File: src/rtl/bcd_7seg_scan.sv
// Time-multiplexed multi-digit BCD to 7-segment scanner with shadowed digit capture.
// Optional leading-zero blanking: define BCD_7SEG_SCAN_LZ_BLANK_EN.
module bcd_7seg_scan #(
    parameter int NUM_DIGITS     = 4,
    parameter int REFRESH_DIV    = 50000,
    parameter bit SEG_ACTIVE_LOW = 1'b0,
    parameter bit AN_ACTIVE_LOW  = 1'b1
) (
    input  logic                    clk,
    input  logic                    rst_n,
    input  logic                    en,
    input  logic                    load,
    input  logic [4*NUM_DIGITS-1:0] bcd_in,
    input  logic [NUM_DIGITS-1:0]   dp_in,
    output logic [6:0]              seg,
    output logic                    dp,
    output logic [NUM_DIGITS-1:0]   an,
    output logic                    frame_done
);

    localparam int IDX_W = $clog2(NUM_DIGITS);
    localparam int DIV_W = $clog2(REFRESH_DIV);
    localparam logic [6:0]            SEG_BLANK = {7{SEG_ACTIVE_LOW}};
    localparam logic [NUM_DIGITS-1:0] AN_OFF    = {NUM_DIGITS{AN_ACTIVE_LOW}};

    logic [4*NUM_DIGITS-1:0] r_shadow;
    logic [NUM_DIGITS-1:0]   r_dp_shadow;
    logic [DIV_W-1:0]        r_div_cnt;
    logic [IDX_W-1:0]        r_idx;
    logic                    r_frame_done;
    logic [6:0]              r_seg;
    logic                    r_dp;
    logic [NUM_DIGITS-1:0]   r_an;

    logic                    w_div_tc;
    logic                    w_idx_last;
    logic [3:0]              w_digit;
    logic [6:0]              w_seg_ah;
    logic [NUM_DIGITS-1:0]   w_onehot;

    function automatic logic [6:0] f_decode(input logic [3:0] d);
        case (d)
            4'd0:    f_decode = 7'b1111110;
            4'd1:    f_decode = 7'b0110000;
            4'd2:    f_decode = 7'b1101101;
            4'd3:    f_decode = 7'b1111001;
            4'd4:    f_decode = 7'b0110011;
            4'd5:    f_decode = 7'b1011011;
            4'd6:    f_decode = 7'b1011111;
            4'd7:    f_decode = 7'b1110000;
            4'd8:    f_decode = 7'b1111111;
            4'd9:    f_decode = 7'b1111011;
            default: f_decode = 7'b0000000;
        endcase
    endfunction

    // NOTE: the shadow is a handful of flops rather than a RAM, so it takes the async reset like any other state.
    always_ff @(posedge clk or negedge rst_n) begin
        if (!rst_n) begin
            r_shadow    <= '0;
            r_dp_shadow <= '0;
        end else if (load) begin
            r_shadow    <= bcd_in;
            r_dp_shadow <= dp_in;
        end
    end

    assign w_div_tc   = (r_div_cnt == DIV_W'(REFRESH_DIV - 1));
    assign w_idx_last = (r_idx == IDX_W'(NUM_DIGITS - 1));

    // NOTE: sequential state uses non-blocking assignments so every flop samples pre-edge values.
    always_ff @(posedge clk or negedge rst_n) begin
        if (!rst_n) begin
            r_div_cnt    <= '0;
            r_idx        <= '0;
            r_frame_done <= 1'b0;
        end else begin
            r_frame_done <= en && w_div_tc && w_idx_last;
            if (en) begin
                if (w_div_tc) begin
                    r_div_cnt <= '0;
                    r_idx     <= w_idx_last ? '0 : r_idx + 1'b1;
                end else begin
                    r_div_cnt <= r_div_cnt + 1'b1;
                end
            end
        end
    end

`ifdef BCD_7SEG_SCAN_LZ_BLANK_EN
    logic [IDX_W-1:0] w_msd;

    // NOTE: w_msd gets a default before the loop, so no latch is inferred.
    always_comb begin
        w_msd = '0;
        for (int i = 1; i < NUM_DIGITS; i++) begin
            if (r_shadow[4*i +: 4] != 4'd0) w_msd = IDX_W'(i);
        end
    end
`endif

    always_comb begin
        w_digit  = r_shadow[{r_idx, 2'b00} +: 4];
        w_seg_ah = f_decode(w_digit);
`ifdef BCD_7SEG_SCAN_LZ_BLANK_EN
        // Digit 0 can never exceed w_msd, so it is always shown.
        if (r_idx > w_msd) w_seg_ah = 7'b0000000;
`endif
    end

    assign w_onehot = NUM_DIGITS'(1) << r_idx;

    // One cycle of latency: outputs reflect the idx/shadow held before this edge.
    always_ff @(posedge clk or negedge rst_n) begin
        if (!rst_n) begin
            r_seg <= SEG_BLANK;
            r_dp  <= SEG_ACTIVE_LOW;
            r_an  <= AN_OFF;
        end else if (en) begin
            r_seg <= w_seg_ah ^ SEG_BLANK;
            r_dp  <= r_dp_shadow[r_idx] ^ SEG_ACTIVE_LOW;
            r_an  <= w_onehot ^ AN_OFF;
        end else begin
            r_seg <= SEG_BLANK;
            r_dp  <= SEG_ACTIVE_LOW;
            r_an  <= AN_OFF;
        end
    end

    assign seg        = r_seg;
    assign dp         = r_dp;
    assign an         = r_an;
    assign frame_done = r_frame_done;

endmodule
File: config.mk
export PLATFORM = sky130hd
export DESIGN_NAME = bcd_7seg_scan
export DESIGN_NICKNAME = d
export VERILOG_FILES = /design/src/rtl/bcd_7seg_scan.sv
export SDC_FILE = /design/constraint.sdc
export NUM_CORES = 1
export LEC_CHECK = 0
export CORE_ASPECT_RATIO = 1.25
export CORE_MARGIN = 5
export CORE_UTILIZATION = 27
export DETAILED_ROUTE_END_ITERATION = 7
export SLEW_MARGIN = 20
export SYNTH_ARGS = -nofsm -noshare
export SYNTH_HDL_FRONTEND = slang
export SYNTH_SLANG_ARGS = --single-unit
File: constraint.sdc
create_clock -name clk -period 2.3 [get_ports clk]
set_clock_uncertainty 0.15 [all_clocks]
set_input_delay 0.345 -clock clk [delete_from_list [all_inputs] [get_ports clk]]
set_output_delay 0.345 -clock clk [all_outputs]
set_load 0.01 [all_outputs]
# Yosys cells after proc, flatten, opt, wreduce, memory -nomap -nowiden
# Memories as Yosys holds them, arrays and structs flattened.
# Index checks and enable logic that the tools add are counted.
[word_totals]
out_inout_bits = 13
input_bits = 24
wordCells = 27
n_memories = 1
regBits = 51
rom_bits = 112
[classes]
order_cmp = 1
shift = 2
add_sub_neg = 2
reduce_logical = 3
eq_ne = 2
muxes = 7
bitwise_logic = 1
[memory_table]
columns = ["memory", "words", "width", "rd", "rd_ports_with_merged_regs", "wr", "line", "rtl"]
rows = [
  ["(name not given)", 16, 7, 1, 0, 0, "42", "case (d)"],
]
[op_table]
columns = ["operator", "n"]
rows = [
  ["16-bit by 1-bit adder with 16-bit output (second input constant)", 1],
  ["16-bit equality test (second input constant)", 1],
  ["16-bit two-way mux", 1],
  ["16-bit by 5-bit indexed part select with 4-bit output", 1],
  ["7-bit two-way mux", 1],
  ["4-bit two-way mux", 1],
  ["4-bit NOT", 1],
  ["1-bit by 2-bit << shifter with 4-bit output (first input constant)", 1],
  ["2-bit by 3-bit < comparator with 1-bit output (second input constant)", 1],
  ["2-bit by 1-bit adder with 2-bit output (second input constant)", 1],
  ["1-bit binary-select mux with 2-bit select", 1],
  ["2-bit equality test (second input constant)", 1],
  ["1-bit logical AND", 2],
  ["1-bit two-way mux", 2],
  ["2-bit two-way mux", 1],
  ["2-bit AND reduction", 1],
]

# Logic depth before layout (Yosys ltp)
[depth]
ltp_word = 3
mapped_depth = 8
depth_no_buf = 7

# Worst setup path after synthesis
# OpenSTA, ideal clock, no wires.
[synth_timing]
kind = "flip-flop to flip-flop"
startpoint = "register r_idx[0]"
endpoint = "register r_seg[3] (netlist: seg[3])"
stages_incl_launch_ff = 7
path_buffers = 1
arrival_time_ps = 1689
t_required_ps = 2016
setup_time_ps = 134
path_slack_ps = 328
path_cell_list = "dfrtp_1 > buf_2 > mux4_2 > inv_1 > ha_1 > mux2i_1 > a21oi_1"
[synth_between]
elab_chain_len = 3
[synth_lines]
columns = ["item", "line", "rtl"]
rows = [
  ["start, declared", "29", "logic [IDX_W-1:0] r_idx;"],
  ["start signal, assigned", "82", "r_idx <= w_idx_last ? '0 : r_idx + 1'b1;"],
  ["16-bit by 5-bit indexed part select with 4-bit output", "103", "w_digit = r_shadow[{r_idx, 2'b00} +: 4];"],
  ["memory 16 x 7 bit", "n/a", ""],
  ["7-bit two-way mux", "119", "end else if (en) begin"],
  ["end signal, assigned", "120", "r_seg <= w_seg_ah ^ SEG_BLANK;"],
  ["end, declared", "31", "logic [6:0] r_seg;"],
]
# Every way passes these cells.
# A chain may end at the register's enable or synchronous reset.

# Worst setup path in the final report
[layout_timing]
startpoint = "register r_div_cnt[12]"
endpoint = "register r_idx[0]"
[layout_between]
elab_chain_len = 2
[layout_lines]
columns = ["item", "line", "rtl"]
rows = [
  ["start, declared", "28", "logic [DIV_W-1:0] r_div_cnt;"],
  ["start signal, assigned", "84", "r_div_cnt <= r_div_cnt + 1'b1;"],
  ["16-bit equality test", "68", "assign w_div_tc = (r_div_cnt == DIV_W'(REFRESH_DIV - 1));"],
  ["2-bit AND reduction (no line)", "n/a", ""],
]
# Every way passes these cells.

==> key figures <==
Finish
  – Synth-to-Final Area Change: 29.2%
  – Antenna diodes: 0
  – Sequential Area: 1280 um2
  – Nets@finish: 273
  – Fill count: 887
  – Share of cells above drive strength 1: 22.1%
  – Multi-input gate area: 1020 um2

Synthesis
  – Netlist area before placement: 2370 um2
  – Main combinational cell family by area after synthesis: multiplexers
  – Cell accounting for the most synthesized area: dfrtp_1
  – Mux share of post-synthesis cell area: 17.3%
  – Register area share after synthesis: 54.0%
  – Post-Syn Instances: 192
  – Synth unique cells: 31
  – Post-synth top area share: 49.5%
  – Syn_nets: 226
  – Post-synthesis compound-gate area fraction: 3.42%
  – XOR/XNOR share of the synthesized area: 5.16%
  – Simple-gate share of the synthesized area: 11.7%
  – Synth Register Bits: 51
  – Avg Cell Area, Syn: 12.4 um2
  – Synth top area cells: dfrtp_1, mux2_2, ha_1
  – Synth Area in Adders: 5.27%
  – Ys Warns: 0

Placement
  – Gp weighted congestion: 0.791
  – Dpl hpwl: 3.49 mm
  – Buffers on Ports: 36
  – Dpl ws: 59.8 ps

Floorplan
  – Site Rows: 38
  – Starting Density: 27.4%
  – Die area: 10800 um2
  – DIE HEIGHT: 115 um
  – Placeable Area: 8650 um2
  – Chip width: 93.9 um
  – IO Count: 37

CTS
  – CTS root buffer: clkbuf_8
  – Max clock buf depth: 2
  – Clk Latency, worst-skew pair: 300 ps
  – CTS tree: built
  – CTS Sinks: 51
  – Postcts setup bufs: 0
  – Worst-path clk slew: 90 ps
  – H-tree depth: 2
  – Inserted Clock Buffers: 5

Worst setup path
  – Reg2reg setup slack: 290 ps
  – Largest stage delay, worst path: 590 ps
  – Crit-path max FO: 5
  – FF-to-FF path depth: 3
  – Crit. End Element: flip-flop
  – Crit path buf inv count: 0
  – Worst R2R Start: r_div_cnt[12]
  – Critical path's top delay family: simple AND/OR/NAND/NOR gates
  – WP data required: 2340 ps
  – Worst R2R End: r_idx[0]
  – Worst setup SP type: flip-flop
  – Kind of critical path: flip-flop to flip-flop
  – WP data arrival: 2050 ps
  – Cell Chain, Critical Path: or4_1, nor4_4, mux2_2
  – Slowest cell on crit path: or4_1

Run
  – Max cap viols: 0

Power
  – Tot Pwr: 0.00221 W
  – Maximum vdd drop: 0.349 mV
  – Leak: 1.33 nW
  – Pwr dens: 720 nW/um2

Drt
  – First drt pass iteration count: 4
  – Via count: 1566
  – DR DRC count: 0
  – Avg Vias per Cell: 4.35
  – Final WL: 4.68 mm
  – Routed WL per cell: 13.0 um
  – Routed Antenna Nets: 0
  – Initial DRC count: 36

STA
  – Final worst slack: 287 ps
  – Final worst-path cycle share: 87.5%
  – Least-Margin Pin Slew: 688 ps
  – Hold Fails Final Rpt: 0
  – Max-slew violation count: 0
  – Fin crit period: 2010 ps
  – Worst rel slew slack: 54.2%
  – TNS Setup: 0 ps
  – Highest Clock Rate: 497 MHz
  – Final setup fails: 0
  – RSZ-0062 raised after global routing: false

Global route
  – Grt ovf: 0
  – Global Route Usage Sum: 9.53%
  – Largest net degree at the start of global routing: 31
  – Initial antenna violation count: 0
  – First-pass GRT wire length: 8.00 mm
  – Vias in the first global route: 1677

Hold path
  – Min-delay src: r_shadow[0]
  – WHS Endpoint: r_shadow[0]
  – Hold Path Class: flip-flop to flip-flop
  – Hold path cells: 1

Outcome
  – Outcome: completed
==> cells by family (layout without fill, tap and decap cells) <==
| logic type | Yosys count | in the layout |
|---|---|---|
| compound gates | 16 | 16 |
| xor+xnor | 14 | 14 |
| fa+ha+maj | 10 | 10 |
| buf+inv | 18 | 66 |
| flops | 51 | 51 |
| mux | 32 | 32 |
| simple gates | 51 | 51 |
==> timing repair <==
action / 4_1_cts / 5_1_grt
endpoints found under the hold margin: 24 / 0
hold buffers: 1 / 0
gates resized for setup: 0 / 0
==> area by class of cell <==
| cell class | count | area share, % |
|---|---|---|
| timing repair buffer | 48 | 14.6 |
| sequential | 51 | 41.8 |
| clock buffer | 6 | 2.37 |
| multi-input combinational | 123 | 33.2 |
| tap | 120 | 4.89 |
| inverter | 10 | 1.22 |
| clock inverter | 2 | 1.96 |
==> power breakdown <==
part / internal [W] / total, W / switching [W]
clock network: 0.000435 / 0.000731 / 0.000296
registers: 0.00101 / 0.00111 / 0.000106
logic: 0.000205 / 0.000366 / 0.000161
==> routing by layer <==
metal | vias to the layer above | track usage (%) | share of wire, %
li1 | 757 | - | -
met2 | 36 | 16.5 | 50
met1 | 768 | 11.4 | 44
met3 | 5 | 2.81 | 4.9
met5 | - | 0 | 0
met4 | 0 | 2.89 | 1.2
==> cells in the mapped netlist (all sizes together) <==
cell type,instances
mux4,5
nor4,3
nand2b,1
buf,4
or4,2
nor2b,1
dfrtp,47
ha,10
nand2,10
nor3b,1
nand3,8
nor2,13
o21ai,6
or3,2
mux2i,4
inv,10
and3,3
xnor2,8
a21oi,9
nand4,4
a31oi,1
mux2,23
dfstp,4
clkbuf,4
and2,2
and4,1
xor2,6
==> cell usage in the layout, fill, tap and decap left out, drive strengths merged <==
cell,count
a21oi,9
a31oi,1
and2,2
and3,3
and4,1
buf,12
bufinv,2
clkbuf,6
clkdlybuf4s50,35
dfrtp,47
dfstp,4
dlygate4sd3,1
ha,10
inv,10
mux2,23
mux2i,4
mux4,5
nand2,10
nand2b,1
nand3,8
nand4,4
nor2,13
nor2b,1
nor3b,1
nor4,3
o21ai,6
or3,2
or4,2
xnor2,8
xor2,6
==> worst max-delay path by stage <==
stage	cells past startpoint	from	endpoint
2_1_floorplan	6	r_idx[0]	seg[3]
3_3_place_gp	5	en	r_idx[1]
3_5_place_dp	5	en	r_idx[0]
4_1_cts	3	r_div_cnt[12]	r_idx[0]
5_1_grt	7	r_idx[0]	seg[2]
6_report	3	r_div_cnt[12]	r_idx[0]
==> through the flow <==
| stage | hold WS (ps) | instance area [um2] | std cells | utilization [%] |
|---|---|---|---|---|
| floorplan | -101 | 2370 | 192 | - |
| global placement | 267 | 2930 | 351 | 33.8 |
| detailed placement | 287 | 2930 | 351 | 33.8 |
| CTS | 367 | 3070 | 360 | 35.5 |
| global route | 383 | 3070 | 360 | 35.5 |
| finish | 361 | 3070 | 360 | 35.5 |
==> sequential cells by signal, summed over array words and instances (netlist names) <==
| register | count |
|---|---|
| an | 4 |
| dp | 1 |
| frame_done | 1 |
| r_div_cnt | 16 |
| r_dp_shadow | 4 |
| r_idx | 2 |
| r_shadow | 16 |
| seg | 7 |
Note: power is estimated with default switching activity, not from simulation.
